==> config.mk <==
export PLATFORM = sky130hd
export DESIGN_NAME = pc_sequencer
export DESIGN_NICKNAME = d
export VERILOG_FILES = /design/src/rtl/pc_seq_pkg.sv /design/src/rtl/pc_ret_stack.sv /design/src/rtl/pc_sequencer.sv
export SDC_FILE = /design/constraint.sdc
export NUM_CORES = 1
export LEC_CHECK = 0
export CAP_MARGIN = 10
export CORE_ASPECT_RATIO = 0.6
export CORE_MARGIN = 3
export CORE_UTILIZATION = 48
export CTS_CLUSTER_SIZE = 8
export DETAILED_ROUTE_END_ITERATION = 8
export GPL_ROUTABILITY_DRIVEN = 0
export PLACE_DENSITY = 0.92
export SLEW_MARGIN = 20
export SYNTH_ARGS = -nofsm -noshare
export SYNTH_HDL_FRONTEND = slang
export SYNTH_SLANG_ARGS = --single-unit
==> constraint.sdc <==
create_clock -name clk -period 2.2 [get_ports clk]
set_input_delay 0.33 -clock clk [delete_from_list [all_inputs] [get_ports clk]]
set_output_delay 0.33 -clock clk [all_outputs]
set_load 0.005 [all_outputs]
==> src/rtl/pc_seq_pkg.sv <==
// pc_seq_pkg
// Shared definitions for the program sequencer: the opcode values it decodes
// in S_NEXT and the encodings of its control states.
package pc_seq_pkg;

    localparam logic [4:0] OPC_BZ   = 5'h10;
    localparam logic [4:0] OPC_BNZ  = 5'h11;
    localparam logic [4:0] OPC_BRA  = 5'h12;
    localparam logic [4:0] OPC_CALL = 5'h13;
    localparam logic [4:0] OPC_RET  = 5'h14;
    localparam logic [4:0] OPC_HALT = 5'h1F;

    typedef enum logic [2:0] {
        S_FETCH = 3'd0,
        S_LOAD  = 3'd1,
        S_EXEC  = 3'd2,
        S_NEXT  = 3'd3,
        S_HALT  = 3'd4
    } state_t;

endpackage

==> src/rtl/pc_ret_stack.sv <==
// pc_ret_stack
// Return-address LIFO for CALL/RET. The parent decides when to push and pop,
// so this block never sees an illegal push-when-full or pop-when-empty.
// Ports:
//   clk, rst_n : clock, asynchronous active-low reset (clears sp only)
//   push, pop  : one-cycle strobes from the parent
//   din        : return address to push
//   dout       : combinational top-of-stack (0 when empty)
//   sp         : occupancy, 0..STACK_DEPTH
//   full,empty : occupancy flags
module pc_ret_stack #(
    parameter int ADDR_W      = 6,
    parameter int STACK_DEPTH = 4
) (
    input  logic                             clk,
    input  logic                             rst_n,
    input  logic                             push,
    input  logic                             pop,
    input  logic [ADDR_W-1:0]                din,
    output logic [ADDR_W-1:0]                dout,
    output logic [$clog2(STACK_DEPTH+1)-1:0] sp,
    output logic                             full,
    output logic                             empty
);
    import pc_seq_pkg::*;

    localparam int SP_W = $clog2(STACK_DEPTH+1);

    logic [ADDR_W-1:0] mem [STACK_DEPTH];

    // Storage has no reset: an entry is only ever read after it was pushed.
    // The slot written is the one sp currently points at.
    always_ff @(posedge clk) begin
        for (int i = 0; i < STACK_DEPTH; i++) begin
            if (push && sp == SP_W'(i)) begin
                mem[i] <= din;
            end
        end
    end

    // Occupancy counter; push and pop are never requested together.
    always_ff @(posedge clk or negedge rst_n) begin
        if (!rst_n) begin
            sp <= '0;
        end else if (push) begin
            sp <= sp + SP_W'(1);
        end else if (pop) begin
            sp <= sp - SP_W'(1);
        end
    end

    // Top of stack is the entry just below sp.
    always_comb begin
        dout = '0;
        for (int i = 0; i < STACK_DEPTH; i++) begin
            if (sp == SP_W'(i + 1)) begin
                dout = mem[i];
            end
        end
    end

    assign full  = (sp == SP_W'(STACK_DEPTH));
    assign empty = (sp == '0);

endmodule

==> src/rtl/pc_sequencer.sv <==
// pc_sequencer
// Program sequencer between the synchronous instruction ROM and the decoder.
// Each instruction takes FETCH, LOAD, (STEP_CYCLES-3) EXEC cycles and NEXT;
// NEXT resolves BZ/BNZ/BRA/CALL/RET/HALT and updates pc.
// Ports:
//   clk, rst_n  : clock, asynchronous active-low reset
//   z           : ALU zero flag, captured every NEXT
//   stall       : holds the EXEC step counter while high (EXEC only)
//   rom_data    : ROM read data, valid one cycle after rom_addr
//   rom_addr    : ROM address, always equal to pc
//   instr       : registered instruction word to the decoder
//   instr_valid : one-cycle pulse in the first EXEC cycle
//   pc_out      : current pc
//   sp          : return-stack occupancy
//   halted      : high while in S_HALT
//   err         : sticky, bit0 stack overflow, bit1 stack underflow
module pc_sequencer #(
    parameter int ADDR_W      = 6,
    parameter int INSTR_W     = 49,
    parameter int OPC_W       = 5,
    parameter int STEP_CYCLES = 5,
    parameter int STACK_DEPTH = 4
) (
    input  logic                             clk,
    input  logic                             rst_n,
    input  logic                             z,
    input  logic                             stall,
    input  logic [INSTR_W-1:0]               rom_data,
    output logic [ADDR_W-1:0]                rom_addr,
    output logic [INSTR_W-1:0]               instr,
    output logic                             instr_valid,
    output logic [ADDR_W-1:0]                pc_out,
    output logic [$clog2(STACK_DEPTH+1)-1:0] sp,
    output logic                             halted,
    output logic [1:0]                       err
);
    import pc_seq_pkg::*;

    localparam int CNT_W = $clog2(STEP_CYCLES);
    localparam logic [CNT_W-1:0] CNT_LAST = CNT_W'(STEP_CYCLES - 4);

    state_t            state;
    logic [CNT_W-1:0]  cnt;
    logic [ADDR_W-1:0] pc;
    logic              z_flag;

    logic [OPC_W-1:0]  opc;
    logic [ADDR_W-1:0] tgt;
    logic [ADDR_W-1:0] pc_inc;
    logic [ADDR_W-1:0] stk_top;
    logic              stk_push;
    logic              stk_pop;
    logic              stk_full;
    logic              stk_empty;

    assign opc    = instr[INSTR_W-1 -: OPC_W];
    assign tgt    = instr[ADDR_W-1:0];
    assign pc_inc = pc + ADDR_W'(1);

    // Stack strobes are qualified here so overflow/underflow never reach it.
    assign stk_push = (state == S_NEXT) && (opc == OPC_W'(OPC_CALL)) && !stk_full;
    assign stk_pop  = (state == S_NEXT) && (opc == OPC_W'(OPC_RET))  && !stk_empty;

    pc_ret_stack #(
        .ADDR_W      (ADDR_W),
        .STACK_DEPTH (STACK_DEPTH)
    ) u_stack (
        .clk   (clk),
        .rst_n (rst_n),
        .push  (stk_push),
        .pop   (stk_pop),
        .din   (pc_inc),
        .dout  (stk_top),
        .sp    (sp),
        .full  (stk_full),
        .empty (stk_empty)
    );

    // Main sequencer. z_flag is sampled in NEXT after the branch decision,
    // so a branch always tests the flag left by the previous instruction.
    always_ff @(posedge clk or negedge rst_n) begin
        if (!rst_n) begin
            state       <= S_FETCH;
            cnt         <= '0;
            pc          <= '0;
            instr       <= '0;
            instr_valid <= 1'b0;
            z_flag      <= 1'b0;
            halted      <= 1'b0;
            err         <= 2'b00;
        end else begin
            case (state)
                S_FETCH: begin
                    state <= S_LOAD;
                end
                S_LOAD: begin
                    instr       <= rom_data;
                    instr_valid <= 1'b1;
                    cnt         <= '0;
                    state       <= S_EXEC;
                end
                S_EXEC: begin
                    instr_valid <= 1'b0;
                    if (!stall) begin
                        if (cnt == CNT_LAST) begin
                            state <= S_NEXT;
                        end else begin
                            cnt <= cnt + CNT_W'(1);
                        end
                    end
                end
                S_NEXT: begin
                    z_flag <= z;
                    state  <= S_FETCH;
                    case (opc)
                        OPC_W'(OPC_BZ):   pc <= z_flag ? tgt : pc_inc;
                        OPC_W'(OPC_BNZ):  pc <= !z_flag ? tgt : pc_inc;
                        OPC_W'(OPC_BRA):  pc <= tgt;
                        OPC_W'(OPC_CALL): begin
                            if (stk_full) begin
                                err[0] <= 1'b1;
                                halted <= 1'b1;
                                state  <= S_HALT;
                            end else begin
                                pc <= tgt;
                            end
                        end
                        OPC_W'(OPC_RET): begin
                            if (stk_empty) begin
                                err[1] <= 1'b1;
                                halted <= 1'b1;
                                state  <= S_HALT;
                            end else begin
                                pc <= stk_top;
                            end
                        end
                        OPC_W'(OPC_HALT): begin
                            halted <= 1'b1;
                            state  <= S_HALT;
                        end
                        default: pc <= pc_inc;
                    endcase
                end
                S_HALT: begin
                    instr_valid <= 1'b0;
                    halted      <= 1'b1;
                end
                default: begin
                    state <= S_FETCH;
                end
            endcase
        end
    end

    assign rom_addr = pc;
    assign pc_out   = pc;

endmodule

==> results.tsv <==
metric	value	unit
htree_num_levels	3	
hold_path.class	flip-flop to flip-flop	
clkSinkCount	93	
portBuffers	120	
avgSynthCellArea	13.0	um2
worst_pin_slew	557	ps
synth.distinct_cells	55	
drc	0	
drive_above_1_share	20.1	%
synth_area	4190	um2
synth-seq-cells	93	
viasPerCell	5.68	
reg2regPathDepth	7	
path_max_fanout	11	
fin_hold_ws	488	ps
end_kind	flip-flop	
finalNetCount	510	
cts_tree	built	
arrival	2350	ps
synth_edf_count	24	
num_vias	3187	
status	finished, final reports clean	
core_area	8160	um2
ys.flop_type	dfrtp_1	
boundaryPins	121	
rsz0062_at_grt	no	
worst-path-buf-inv	0	
grt.total_usage	23.8	%
post-route-period-util	95.6	%
area_growth	39.2	%
diodes	0	
crit_chain	ha_1 -> ha_2 -> nor4b_4 -> a222oi_1 -> a211oi_2 -> a211oi_1 -> o31ai_1	
first_pass_iters	5	
wl_per_cell	19.7	um
clk_pin_slew	60	ps
crit_type	flip-flop to flip-flop	
antenna_found_initial	0	
dp_hpwl	8.08	mm
timing.final.ws_setup	96.7	ps
drv_cap	0	
relSlewSlack	62.8	%
design_area	5830	um2
initial_utilization	51.3	%
power_density	1460	nW/um2
async_reset_ff_share	74.2	%
synth_cells	323	
path_depth	7	
cp-start-kind	flip-flop	
slowest_stage	dfrtp_1	
clk_latency	340	ps
slew_viol_final	0	
finClkSkew	7.87	ps
drtAntennaViolNets	0	
grt_overflow	0	
die_w	127	um
post-place-cells	543	
cp.required	2440	ps
final_cells	561	
setup_viol	0	
grt_max_degree	40	
yosysWarningCount	0	
hold_viol_final	0	
num_rows	25	
cts-root-buf	clkbuf_16	
cp_slowest_stage_delay	440	ps
period_needed	2100	ps
pre_cts_ws	77.7	ps
drtIter0Drc	261	
cts_buffer_depth	2	
timing.setup.tns	0	ps
die_area	9920	um2
syn_nets	385	
cts_buffers	9	
min_delay_path_depth	1	
die_y	78.4	um
yosysSeqAreaShare	58.4	%
max_freq	475	MHz
wirelength	11.1	mm
p_leak	2.33	nW
ir_drop	0.834	mV
grt_pass1_wl	18.0	mm
grt_pass1_vias	3458	
placed_cell_area	5520	um2
cpLargestDelayFamily	compound AO/OA/AOI/OAI gates	
[metrics by stage]
stage	power [mW]	utilization [%]
6_report	8.51	71.4
5_1_grt	9.03	71.4
4_1_cts	8.55	71.4
3_5_place_dp	6.94	67.6
3_3_place_gp	6.75	67.6
2_1_floorplan	4.99	-
[power breakdown]
group | internal [mW] | leakage, nW | switching, mW
clock network | 0.909 | 0.147 | 0.631
logic | 2.26 | 1.15 | 1.66
registers | 2.50 | 1.04 | 0.553
[synth_stat cells (2+ instances only)]
master	n	area share [%]
nand4_1	2	0.30
clkbuf_1	3	0.27
buf_6	2	0.54
a211oi_1	2	0.36
ha_1	9	2.7
edfxtp_1	24	17
buf_2	7	0.84
a21oi_1	6	0.72
or2_1	2	0.30
nand2_1	28	2.5
a31oi_1	5	0.75
o211ai_1	4	0.72
nor3_1	3	0.36
xnor2_1	6	1.3
a31o_2	2	0.42
o21ai_0	11	1.3
nor2b_1	4	0.60
nand3_1	9	1.1
buf_4	8	1.4
inv_1	8	0.72
a22oi_1	5	0.90
a32oi_1	2	0.42
nand2b_1	3	0.45
a222oi_1	2	0.48
dfrtp_1	69	41
nor2_1	13	1.2
a211oi_2	2	0.60
o311ai_0	2	0.42
mux2_2	48	13
and3_1	5	0.75
a21o_1	3	0.54
[flip-flops by register name (all words and copies together), names as in the netlist]
| name | cells |
|---|---|
| cnt | 3 |
| err | 2 |
| halted | 1 |
| instr | 49 |
| instr_valid | 1 |
| pc_out | 6 |
| state | 3 |
| u_stack.mem | 24 |
| u_stack.sp | 3 |
| z_flag | 1 |
[cells by family (layout without fill, tap and decap cells)]
group                      after synthesis  count (layout)  share of synthesized area, %
AOI/OAI and AO/OA                       54              54                          9.17
xor gates and xnor gates                 7               7                          1.46
adders and majority gates                9               9                          2.69
buffers and inverters                   29             159                          3.88
DFF                                     93              93                          58.4
muxes                                   49              49                          13.1
and+or+nand+nor                         82              82                          11.3
[area by class of cell]
cell class                 instances  area [um2]
tap                              108         135
fill                             562        2330
sequential                        93        2450
multi-input combinational        201        1590
clock inverter                     4        46.3
inverter                           8        30.0
clock buffer                      12         246
timing repair buffer             135        1340
[routing by layer]
layer / vias to the layer above / part of all wire, % / global-route usage (%)
li1: 1417 / - / -
met1: 1552 / 40 / 29.0
met2: 202 / 46 / 38.5
met3: 16 / 12 / 10.9
met4: 0 / 1.4 / 6.42
met5: - / 0 / 0
[path summary, 6_finish.rpt]
check	slack, ps	from	endpoint
max in group asynchronous	1080	rst_n	instr[31]$_DFFE_PN0N_
min in group asynchronous	510	rst_n	instr[28]$_DFFE_PN0N_
worst max register to register	100	u_stack.sp[1]$_DFFE_PN0P_	pc_out[5]$_DFFE_PN0P_
worst max-delay path	100	u_stack.sp[1]$_DFFE_PN0P_	pc_out[5]$_DFFE_PN0P_
worst min register to register	490	err[1]$_DFFE_PN0P_	err[1]$_DFFE_PN0P_
worst min-delay path	490	err[1]$_DFFE_PN0P_	err[1]$_DFFE_PN0P_
[what timing repair did]
item,in CTS,in global routing
setup buffers,1,0
endpoints found under the hold margin,21,0
pin swaps,1,0
endpoints found under the setup margin,1,6
hold buffers,1,0
resized for setup,0,2
cloned,0,0
[cells in the final DEF (no fill, tap or decap), types with 3 or more instances in the layout]
| cell type | synthesis | layout |
|---|---|---|
| a22oi_1 | 5 | 5 |
| nand3_1 | 9 | 9 |
| a21o_1 | 3 | 3 |
| xnor2_1 | 6 | 6 |
| nand2b_1 | 3 | 3 |
| buf_4 | 8 | 12 |
| o211ai_1 | 4 | 4 |
| nor3_1 | 3 | 3 |
| nor2b_1 | 4 | 4 |
| nor2_1 | 13 | 13 |
| clkbuf_16 | 0 | 9 |
| and3_1 | 5 | 5 |
| edfxtp_1 | 24 | 24 |
| mux2_2 | 48 | 48 |
| nand2_1 | 28 | 28 |
| ha_1 | 9 | 7 |
| dfrtp_1 | 69 | 69 |
| inv_1 | 8 | 8 |
| a21oi_1 | 6 | 6 |
| o21ai_0 | 11 | 11 |
| a31oi_1 | 5 | 5 |
| clkdlybuf4s50_1 | 0 | 119 |
Power figures use the tool's default switching activity.
==> RTL change, RTL diff (same flow settings) <==
Make the reset (`rst_n`) synchronous in 2 clocked blocks. Comments in the files are not updated.
--- a/src/rtl/pc_ret_stack.sv
+++ b/src/rtl/pc_ret_stack.sv
@@ -39,7 +39,7 @@
     end
 
     // Occupancy counter; push and pop are never requested together.
-    always_ff @(posedge clk or negedge rst_n) begin
+    always_ff @(posedge clk) begin
         if (!rst_n) begin
             sp <= '0;
         end else if (push) begin
--- a/src/rtl/pc_sequencer.sv
+++ b/src/rtl/pc_sequencer.sv
@@ -78,7 +78,7 @@
 
     // Main sequencer. z_flag is sampled in NEXT after the branch decision,
     // so a branch always tests the flag left by the previous instruction.
-    always_ff @(posedge clk or negedge rst_n) begin
+    always_ff @(posedge clk) begin
         if (!rst_n) begin
             state       <= S_FETCH;
             cnt         <= '0;
Behaviour: differs if rst_n is asserted again (counterexample within 4 cycles, from zero or initial values and one cycle with rst_n low); with rst_n held inactive, the same outputs for 10 cycles.
==> RTL change against the original RTL <==
Wire length up 1.6%. Critical path depth did not move. Worst setup slack worse by 0.010 ns. Design area shrank 3.2%. Sequential cell count did not move. Area after synthesis down 5.1%. Count of clock-buffer cells in the layout down 3.
Power is not compared: it rests on default switching activity, and its combinational part moved more than twofold at a synthesized area within 25%.
==> RTL change: results (changes against the original RTL) <==
* Post-synthesis sequential area ratio at 0.5285 (was 0.5841)
* Hold wc startpoint: instr[22] (was err[1])
* Post-synth top cells: 117 x nand2_1, 69 x dfxtp_1, 56 x a21oi_1, 24 x edfxtp_1, 20 x nor2_1 (was 69 x dfrtp_1, 48 x mux2_2, 28 x nand2_1, 24 x edfxtp_1, 13 x nor2_1)
* Met3 usage at 0.08383 (was 0.1088)
* Routed vias at 3639 (was 3187)
* CTS resizes at 0 (unchanged)
* Setup bufs post-CTS at 0 (was 1)
* GRT met2 Usage at 0.3924 (was 0.3850)
* Total GRT Usage at 0.2415 (was 0.2380)
* Critical Path AT at 2.38 ns (was 2.35 ns)
* Max reg flops at 49 (unchanged)
* Slowest stage cell, crit path: a211oi_1 (was dfrtp_1)
* Netlist cell types at 57 (was 55)
* Skew final at 0.007078 ns (was 0.007871 ns)
* Fraction of registers with async set/reset at 0 (was 0.7419)
* P&R area growth vs syn at 41.93% (was 39.21%)
* GRT met1 Usage at 0.3142 (was 0.2904)
* Top post-synthesis cells by area: dfxtp_1 35%, edfxtp_1 18%, nand2_1 11%, a21oi_1 7.0%, ha_1 2.8% (was dfrtp_1 41%, edfxtp_1 17%, mux2_2 13%, ha_1 2.7%, nand2_1 2.5%)
* Met3 wire len at 1203 um (was 1376 um)
* DR iter-0 viols at 341 (was 261)
* Worst hold path endpoint: instr[22] (was err[1])
* Status: completed (unchanged)
* Final std cells w/o fill at 662 (was 561)
* Post-DP HPWL at 8224 um (was 8082 um)
* Worst hold path class: reg2reg (unchanged)
* R2R cell count at 7 (unchanged)
* Crit path launch: u_stack.sp[0] (was u_stack.sp[1])
* Final WS setup at 0.08617 ns (was 0.09666 ns)
* Met2 wire length at 5340 um (was 5103 um)
* Syn Nets at 497 (was 385)
* Hold_ws at 0.4564 ns (was 0.4878 ns)
* Largest net degree at the start of global routing at 52 (was 40)
* Met1 wire length at 4571 um (was 4424 um)
* Fillers at 566 (was 562)
* Hold Path Depth at 2 (was 1)
* Layout cells sized above 1 at 0.09025 (was 0.2009)
* CP max FO at 10 (was 11)
* Dpl ws at 0.09950 ns (was 0.07771 ns)
* Slew HR at 0.4886 (was 0.6284)
* Dpl cells at 646 (was 543)
* First-pass GRT wire length at 17960 um (was 18020 um)
* Routed len/inst at 16.97 um (was 19.70 um)
* Top sig layer: met4 (unchanged)
* Mapped Avg Cell Area at 9.144 sq um (was 12.97 sq um)
* Final nets at 611 (was 510)
* Post-DP Area at 5253 sq um (was 5518 sq um)
* Total of max-cap violations at 0 (unchanged)
-- RTL change: cell types whose count changed after synthesis, moves of 11 or more --
cell      before  now
a21oi_1        6   56
clkbuf_1       3   14
dfrtp_1       69    0
dfxtp_1        0   69
mux2_2        48    0
nand2_1       28  117
-- RTL change: power breakdown --
group	leakage, nW	internal (mW)	switching (mW)
clock network	0.180	1.23	0.648
registers	0.782	1.88	0.100
logic	1.05	0.427	0.386
total	2.01	3.54	1.13
-- RTL change: logic make-up after synthesis --
group           after synthesis  synth area share
simple gates                184            0.2180
fa+ha+maj                     9           0.02831
mux                           2          0.005033
compound gates               97            0.1475
buf+inv                      42           0.05316
xor+xnor                      8           0.01950
flops                        93            0.5285
-- RTL change: area by class of cell --
cell class	instances	area share
clock buffer	9	0.03989
clock inverter	7	0.02593
inverter	11	0.007314
multi-input combinational	300	0.2992
sequential	93	0.3723
tap	108	0.02394
timing repair buffer	134	0.2314
